==> config.mk <==
export PLATFORM = sky130hd
export DESIGN_NAME = phase_sequencer
export DESIGN_NICKNAME = d
export VERILOG_FILES = /design/src/rtl/phase_sequencer.sv
export SDC_FILE = /design/constraint.sdc
export NUM_CORES = 1
export LEC_CHECK = 0
export BUFFER_PORTS_ARGS = -buffer_cell sky130_fd_sc_hd__clkbuf_2
export CAP_MARGIN = 40
export CORE_ASPECT_RATIO = 0.8
export CORE_UTILIZATION = 41
export DETAILED_ROUTE_END_ITERATION = 8
export HOLD_SLACK_MARGIN = 0.08
export PLACE_DENSITY_LB_ADDON = 0.12
export SYNTH_ARGS = -nofsm -noshare
export SYNTH_HDL_FRONTEND = slang
export SYNTH_SLANG_ARGS = --single-unit
==> constraint.sdc <==
create_clock -name clk -period 6 [get_ports clk]
set_input_delay 0.3 -clock clk [delete_from_list [all_inputs] [get_ports clk]]
set_output_delay 0.3 -clock clk [all_outputs]
set_load 0.01 [all_outputs]
==> src/rtl/phase_sequencer.sv <==
// N-phase frame sequencer: runs sub-block phases in order with an enable/done
// handshake, paces frames to a minimum period and traps a hung phase.
module phase_sequencer #(
  parameter int NUM_PHASES   = 3,
  parameter int TIMEOUT_W    = 16,
  parameter int TIMEOUT      = 1000,
  parameter int PERIOD_W     = 16,
  parameter int FRAME_PERIOD = 0
) (
  input  logic                  clk,
  input  logic                  rst_n,
  input  logic                  run_i,
  input  logic                  abort_i,
  input  logic                  clr_i,
  input  logic [NUM_PHASES-1:0] done_i,
  output logic [NUM_PHASES-1:0] en_o,
  output logic [2:0]            phase_o,
  output logic                  busy_o,
  output logic                  frame_done_o,
  output logic [15:0]           frame_cnt_o,
  output logic                  timeout_o,
  output logic [2:0]            err_phase_o
);

  typedef enum logic [2:0] {
    S_IDLE,
    S_BUSY,
    S_GAP,
    S_HOLD,
    S_ERROR
  } state_t;

  localparam logic [2:0]  LAST_PHASE = 3'(NUM_PHASES - 1);
  localparam logic [31:0] TIMEOUT_L  = 32'(TIMEOUT);
  localparam logic [31:0] PERIOD_L   = 32'(FRAME_PERIOD);

  state_t                  state_q, state_d;
  logic [2:0]              phase_d;
  logic [TIMEOUT_W-1:0]    wd_q, wd_d;
  logic [PERIOD_W-1:0]     timer_q, timer_d;
  logic [NUM_PHASES-1:0]   en_d;
  logic                    busy_d, fdone_d, tout_d;
  logic [15:0]             cnt_d;
  logic [2:0]              err_d;
  logic                    done_sel, wd_exp, hold_ok;

  always_ff @(posedge clk) begin
    if (!rst_n) begin
      state_q      <= S_IDLE;
      phase_o      <= '0;
      wd_q         <= '0;
      timer_q      <= '0;
      en_o         <= '0;
      busy_o       <= 1'b0;
      frame_done_o <= 1'b0;
      frame_cnt_o  <= '0;
      timeout_o    <= 1'b0;
      err_phase_o  <= '0;
    end else begin
      state_q      <= state_d;
      phase_o      <= phase_d;
      wd_q         <= wd_d;
      timer_q      <= timer_d;
      en_o         <= en_d;
      busy_o       <= busy_d;
      frame_done_o <= fdone_d;
      frame_cnt_o  <= cnt_d;
      timeout_o    <= tout_d;
      err_phase_o  <= err_d;
    end
  end

  // Timer + 1 >= period lets FRAME_PERIOD of 0 or 1 exit HOLD after one cycle.
  always_comb begin
    done_sel = 1'b0;
    for (int k = 0; k < NUM_PHASES; k++) begin
      if (phase_o == 3'(k)) done_sel = done_i[k];
    end
    wd_exp  = (TIMEOUT != 0) && (32'(wd_q) == TIMEOUT_L - 32'd1);
    hold_ok = (32'(timer_q) + 32'd1) >= PERIOD_L;

    state_d = state_q;
    phase_d = phase_o;
    wd_d    = wd_q;
    timer_d = (&timer_q) ? timer_q : timer_q + PERIOD_W'(1);
    fdone_d = 1'b0;
    cnt_d   = frame_cnt_o;
    err_d   = err_phase_o;

    case (state_q)
      S_IDLE: begin
        if (run_i) begin
          state_d = S_BUSY;
          phase_d = '0;
          wd_d    = '0;
          timer_d = '0;
        end
      end
      S_BUSY: begin
        wd_d = wd_q + TIMEOUT_W'(1);
        if (abort_i) begin
          state_d = S_IDLE;
        end else if (done_sel) begin
          if (phase_o == LAST_PHASE) begin
            state_d = S_HOLD;
            fdone_d = 1'b1;
            cnt_d   = frame_cnt_o + 16'd1;
          end else begin
            state_d = S_GAP;
          end
        end else if (wd_exp) begin
          state_d = S_ERROR;
          err_d   = phase_o;
        end
      end
      S_GAP: begin
        if (abort_i) begin
          state_d = S_IDLE;
        end else begin
          state_d = S_BUSY;
          phase_d = phase_o + 3'd1;
          wd_d    = '0;
        end
      end
      S_HOLD: begin
        if (abort_i) begin
          state_d = S_IDLE;
        end else if (hold_ok) begin
          if (run_i) begin
            state_d = S_BUSY;
            phase_d = '0;
            wd_d    = '0;
            timer_d = '0;
          end else begin
            state_d = S_IDLE;
          end
        end
      end
      S_ERROR: begin
        if (clr_i) state_d = S_IDLE;
      end
      default: state_d = S_IDLE;
    endcase
  end

  // Outputs are registered, so they are derived from the next state.
  always_comb begin
    en_d = '0;
    if (state_d == S_BUSY) begin
      for (int k = 0; k < NUM_PHASES; k++) begin
        if (phase_d == 3'(k)) en_d[k] = 1'b1;
      end
    end
    busy_d = (state_d == S_BUSY);
    tout_d = (state_d == S_ERROR);
  end

endmodule
# After elaboration in Yosys (flattened, before gate mapping)
# Index checks and enable logic that the tools add are counted.
[totals]
out_inout_bits = 28
elab_cells = 77
reg_bits = 63
[op_classes]
n_addsub = 5
bitwise_logic = 4
n_reduce_logical = 10
magnitude_cmp = 1
mux = 33
n_eq_ne = 14
[op_table]
columns = ["cell", "count"]
rows = [
  ["$mux W16", 8],
  ["$pmux W16 S4", 1],
  ["$add A16 B1 Y16 const B", 3],
  ["$mux W3", 11],
  ["$pmux W16 S2", 1],
  ["$add A16 B1 Y17 const B", 1],
  ["$ge A17 B1 Y1 const B", 1],
  ["$eq A16 B10 Y1 const B", 1],
  ["$reduce_and A16 Y1", 1],
  ["$pmux W3 S5", 1],
  ["$eq A3 B1 Y1 const B", 4],
  ["$eq A3 B2 Y1 const B", 4],
  ["$reduce_and A4 Y1", 3],
  ["$mux W1", 10],
  ["$logic_not A3 Y1", 3],
  ["$pmux W3 S3", 1],
  ["$eq A3 B3 Y1 const B", 2],
  ["$ne A2 B2 Y1 const B", 3],
  ["$not A1 Y1", 4],
  ["$reduce_bool A4 Y1", 1],
  ["$reduce_or A4 Y1", 1],
  ["$add A3 B1 Y3 const B", 1],
  ["$reduce_and A2 Y1", 1],
]

# Depth between registers and ports, before layout
[logic_depth]
ltp_word = 9
depth_mapped = 7
mapped_depth_nobuf = 7

# Least setup slack after synthesis
# No wires, ideal clock.
[synth_timing]
path_kind = "register to register"
startpoint = "reg state_q[1]"
endpoint = "reg frame_cnt_o[12]"
t_required_ps = 5885
path_stages_with_launch = 8
synth_period_minus_slack_ps = 1973
path_buffers = 2
t_arrival_ps = 1858
slack_ps = 4027
path_cell_list = "dfxtp_1 > buf_4 > or4b_4 > buf_6 > nor4_4 > nand4_1 > xnor2_1 > and2_1"
[synth_via]
elab_chain_cells = 2
[synth_rtl]
columns = ["item", "line", "text"]
rows = [
  ["start: declaration", "37", "state_t state_q, state_d;"],
  ["start signal: assignment", "60", "state_q <= state_d;"],
  ["$eq A3 B1 Y1", "90", "case (state_q)"],
  ["$reduce_and A4 Y1 (no source line)", "n/a", ""],
  ["end signal: assignment", "67", "frame_cnt_o <= cnt_d;"],
  ["end: declaration", "20", "output logic [15:0] frame_cnt_o,"],
]
# Every way passes these cells.
# A chain may end at the register's enable or synchronous reset.

# Worst setup path in the final report
[layout_timing]
startpoint = "reg state_q[2]"
endpoint = "reg frame_cnt_o[12]"
# Same word-level chain as after synthesis.

==> results.sh <==
export IMPL_status="completed"
export IMPL_ioPinCount=36
export IMPL_rsz0062_at_grt="no"
export IMPL_syn_inst=262
export IMPL_syn_area_per_cell_um2=8.92
export IMPL_path_class="reg -> reg"
export IMPL_ys_seq_elements=47
export IMPL_clock_sinks=47
export IMPL_dr_total_vias=1815
export IMPL_die_x_um=86.4
export IMPL_cp_slowest_cell="or4b_4"
export IMPL_wire_per_inst_um=12.9
export IMPL_synth_nets=276
export IMPL_cp_required_ns=6.21
export IMPL_fin_crit_sh=0.389
export IMPL_hpwl_um=3380
export IMPL_clock_latency_ns=0.30
export IMPL_max_stage_delay_ns=0.74
export IMPL_slew_headroom=0.408
export IMPL_n_antenna_cell=0
export IMPL_async_reset_ff_frac=0
export IMPL_cp_arrival_ns=2.54
export IMPL_worst_slew_pin_slew_ns=0.887
export IMPL_syn_area_um2=2340
export IMPL_globalplace_congestion=0.771
export IMPL_antenna_found_initial=0
export IMPL_power_density_nw_per_um2=234
export IMPL_overflow=0
export IMPL_postRouteAntennaNets=0
export IMPL_via_per_inst=4.91
export IMPL_setup_viol=0
export IMPL_synth_edf_count=0
export IMPL_hold_violations=0
export IMPL_stdcell_area_um2=2670
export IMPL_place_area_um2=2530
export IMPL_clockBufferDepth=2
export IMPL_htree_levels=2
export IMPL_maxCapViolCount=0
export IMPL_clk_pin_slew_ns=0.10
export IMPL_numPortBuffers=35
export IMPL_fp_dieH_um=69.5
export IMPL_cts_tree="yes"
export IMPL_drv_slew=0
export IMPL_start_util=0.427
export IMPL_ctsResizeCount=0
export IMPL_fin_setup_tns_ns=0
export IMPL_crit_fanout=27
export IMPL_drc=0
export IMPL_postCtsSetupBuffers=0
export IMPL_coreArea_um2=5470
export IMPL_power_leakage_nw=1.03
export IMPL_wl_um=4770
export IMPL_grt_pass1_wl_um=7940
export IMPL_synth_flop_cell="dfxtp_1"
export IMPL_grt_max_degree=32
export IMPL_grt_util_all_layers=0.171
export IMPL_max_freq_mhz=429
export IMPL_final_nets=305
export IMPL_ys_seq_area_frac=0.403
export IMPL_holdWs_ns=0.297
export IMPL_firstDrtPassIters=6
export IMPL_drive_gt1_frac=0.178
export IMPL_min_period_ns=2.33
export IMPL_n_fill_cell=557
export IMPL_die_area_um2=6010
export IMPL_grt_pass1_vias=1616
export IMPL_cts_root_buffer_cell="clkbuf_8"
export IMPL_drt_iter0_markers=150
export IMPL_hold_buffers=0
export IMPL_peakVddDrop_uv=109
export IMPL_area_growth_pct=14.3
export IMPL_ys_types=44
export IMPL_fin_worst_skew_ns=0.00919
export IMPL_cp_start_kind="register"
export IMPL_worstHoldPathType="in -> reg"
export IMPL_cts_buffers=5
export IMPL_cp_end_kind="register"
export IMPL_yosysWarnings=0
export IMPL_rows=24
export IMPL_path_cells="or4b_4 > nor4_4 > nand4_1 > xnor2_1 > and2_1"
[cell usage after synthesis (2+ instances only)]
master | n | area, µm²
buf_6 | 3 | 33.8
dfxtp_1 | 47 | 941
nand4_1 | 9 | 56.3
nor2b_1 | 4 | 25.0
and3_1 | 2 | 12.5
nor3_1 | 2 | 10.0
o22ai_1 | 2 | 12.5
nor4_1 | 14 | 87.6
nor4_4 | 2 | 42.5
nor2_1 | 24 | 90.1
o21ai_0 | 9 | 45.0
clkbuf_1 | 9 | 33.8
o31ai_1 | 3 | 22.5
inv_1 | 8 | 30.0
a21oi_1 | 7 | 35.0
a21boi_0 | 3 | 22.5
nor4b_1 | 2 | 17.5
nand2_1 | 19 | 71.3
xor2_1 | 6 | 52.6
nand2b_1 | 2 | 12.5
nand3_1 | 14 | 70.1
xnor2_1 | 23 | 201
ha_1 | 6 | 75.1
nor3b_1 | 2 | 15.0
and2_1 | 19 | 119
and4_1 | 3 | 26.3
[registers in the layout, summed over array words and instances, names as in the netlist]
| signal | cells |
|---|---|
| en_o | 3 |
| err_phase_o | 3 |
| busy_o | 1 |
| frame_cnt_o | 16 |
| frame_done_o | 1 |
| timeout_o | 1 |
| state_q | 3 |
| wd_q | 16 |
| phase_o | 3 |
[worst paths after layout]
path / from / end / slack, ns / cells past startpoint
max reg2reg: state_q[2]$_SDFF_PN0_ / frame_cnt_o[12]$_SDFFE_PN0P_ / 3.67 / 5
max: state_q[2]$_SDFF_PN0_ / frame_cnt_o[12]$_SDFFE_PN0P_ / 3.67 / 5
min: clr_i / state_q[2]$_SDFF_PN0_ / 0.30 / 4
min reg2reg: wd_q[15]$_SDFFE_PN0P_ / wd_q[15]$_SDFFE_PN0P_ / 0.49 / 2
[final cells by class]
type                    count  area (µm²)  area share
multi-input cells         194        1290       0.483
flip-flops and latches     47         941       0.352
repair buffers             35         175      0.0656
well taps                  78        97.6      0.0366
clock buffers               5        68.8      0.0258
clock inverters             3        67.6      0.0253
inverters                   8        30.0      0.0112
[routing by layer]
layer | wire, µm | share of wire | global-route usage | vias to the layer above
met5 | 0 | 0 | 0 | -
met4 | 36 | 0.0075 | 0.0611 | 0
met3 | 137 | 0.029 | 0.0393 | 2
met2 | 1730 | 0.36 | 0.222 | 34
met1 | 2870 | 0.60 | 0.270 | 811
li1 | - | - | - | 968
[report_power, final]
part	total, mW	internal [mW]	switching [mW]
Clock	0.276	0.166	0.110
Combinational	0.0305	0.0110	0.0195
Sequential	0.317	0.314	0.00291
[cell usage in the layout, fill, tap and decap left out, drive strengths merged, types with 5 or more instances in the layout]
| cell type | Yosys | layout |
|---|---|---|
| xnor2 | 23 | 23 |
| clkbuf | 9 | 40 |
| nand3 | 14 | 14 |
| a21oi | 7 | 7 |
| dfxtp | 47 | 47 |
| o21ai | 9 | 9 |
| xor2 | 6 | 6 |
| inv | 8 | 8 |
| nor2b | 5 | 5 |
| nand4 | 9 | 9 |
| nor2 | 24 | 24 |
| ha | 6 | 6 |
| nand2 | 19 | 19 |
| and2 | 19 | 19 |
| nor4 | 16 | 16 |
[stage by stage]
step	utilization	worst slack, ns	std cells	total power, mW
after floorplan	-	4.03	262	0.347
after CTS	0.489	3.65	370	0.631
after detailed placement	0.464	3.67	362	0.355
after global routing	0.489	3.52	370	0.649
after global placement	0.464	3.70	362	0.355
final	0.489	3.67	370	0.624
[cells by family after synthesis]
kind of cell / Yosys count / share of synthesized area
adders and majority gates: 6 / 0.0321
DFF: 47 / 0.403
buffers and inverters: 21 / 0.0450
muxes: 1 / 0.00482
xor gates and xnor gates: 29 / 0.109
AOI/OAI and AO/OA: 32 / 0.0921
and+or+nand+nor: 126 / 0.314
[worst max-delay path: cells and delay by family (launching register included)]
family / cells / cell delay, ns
XOR/XNOR: 1 / 0.14
AND/OR/NAND/NOR: 4 / 1.50
flip-flops: 1 / 0.60
(Power assumes the default switching activity.)
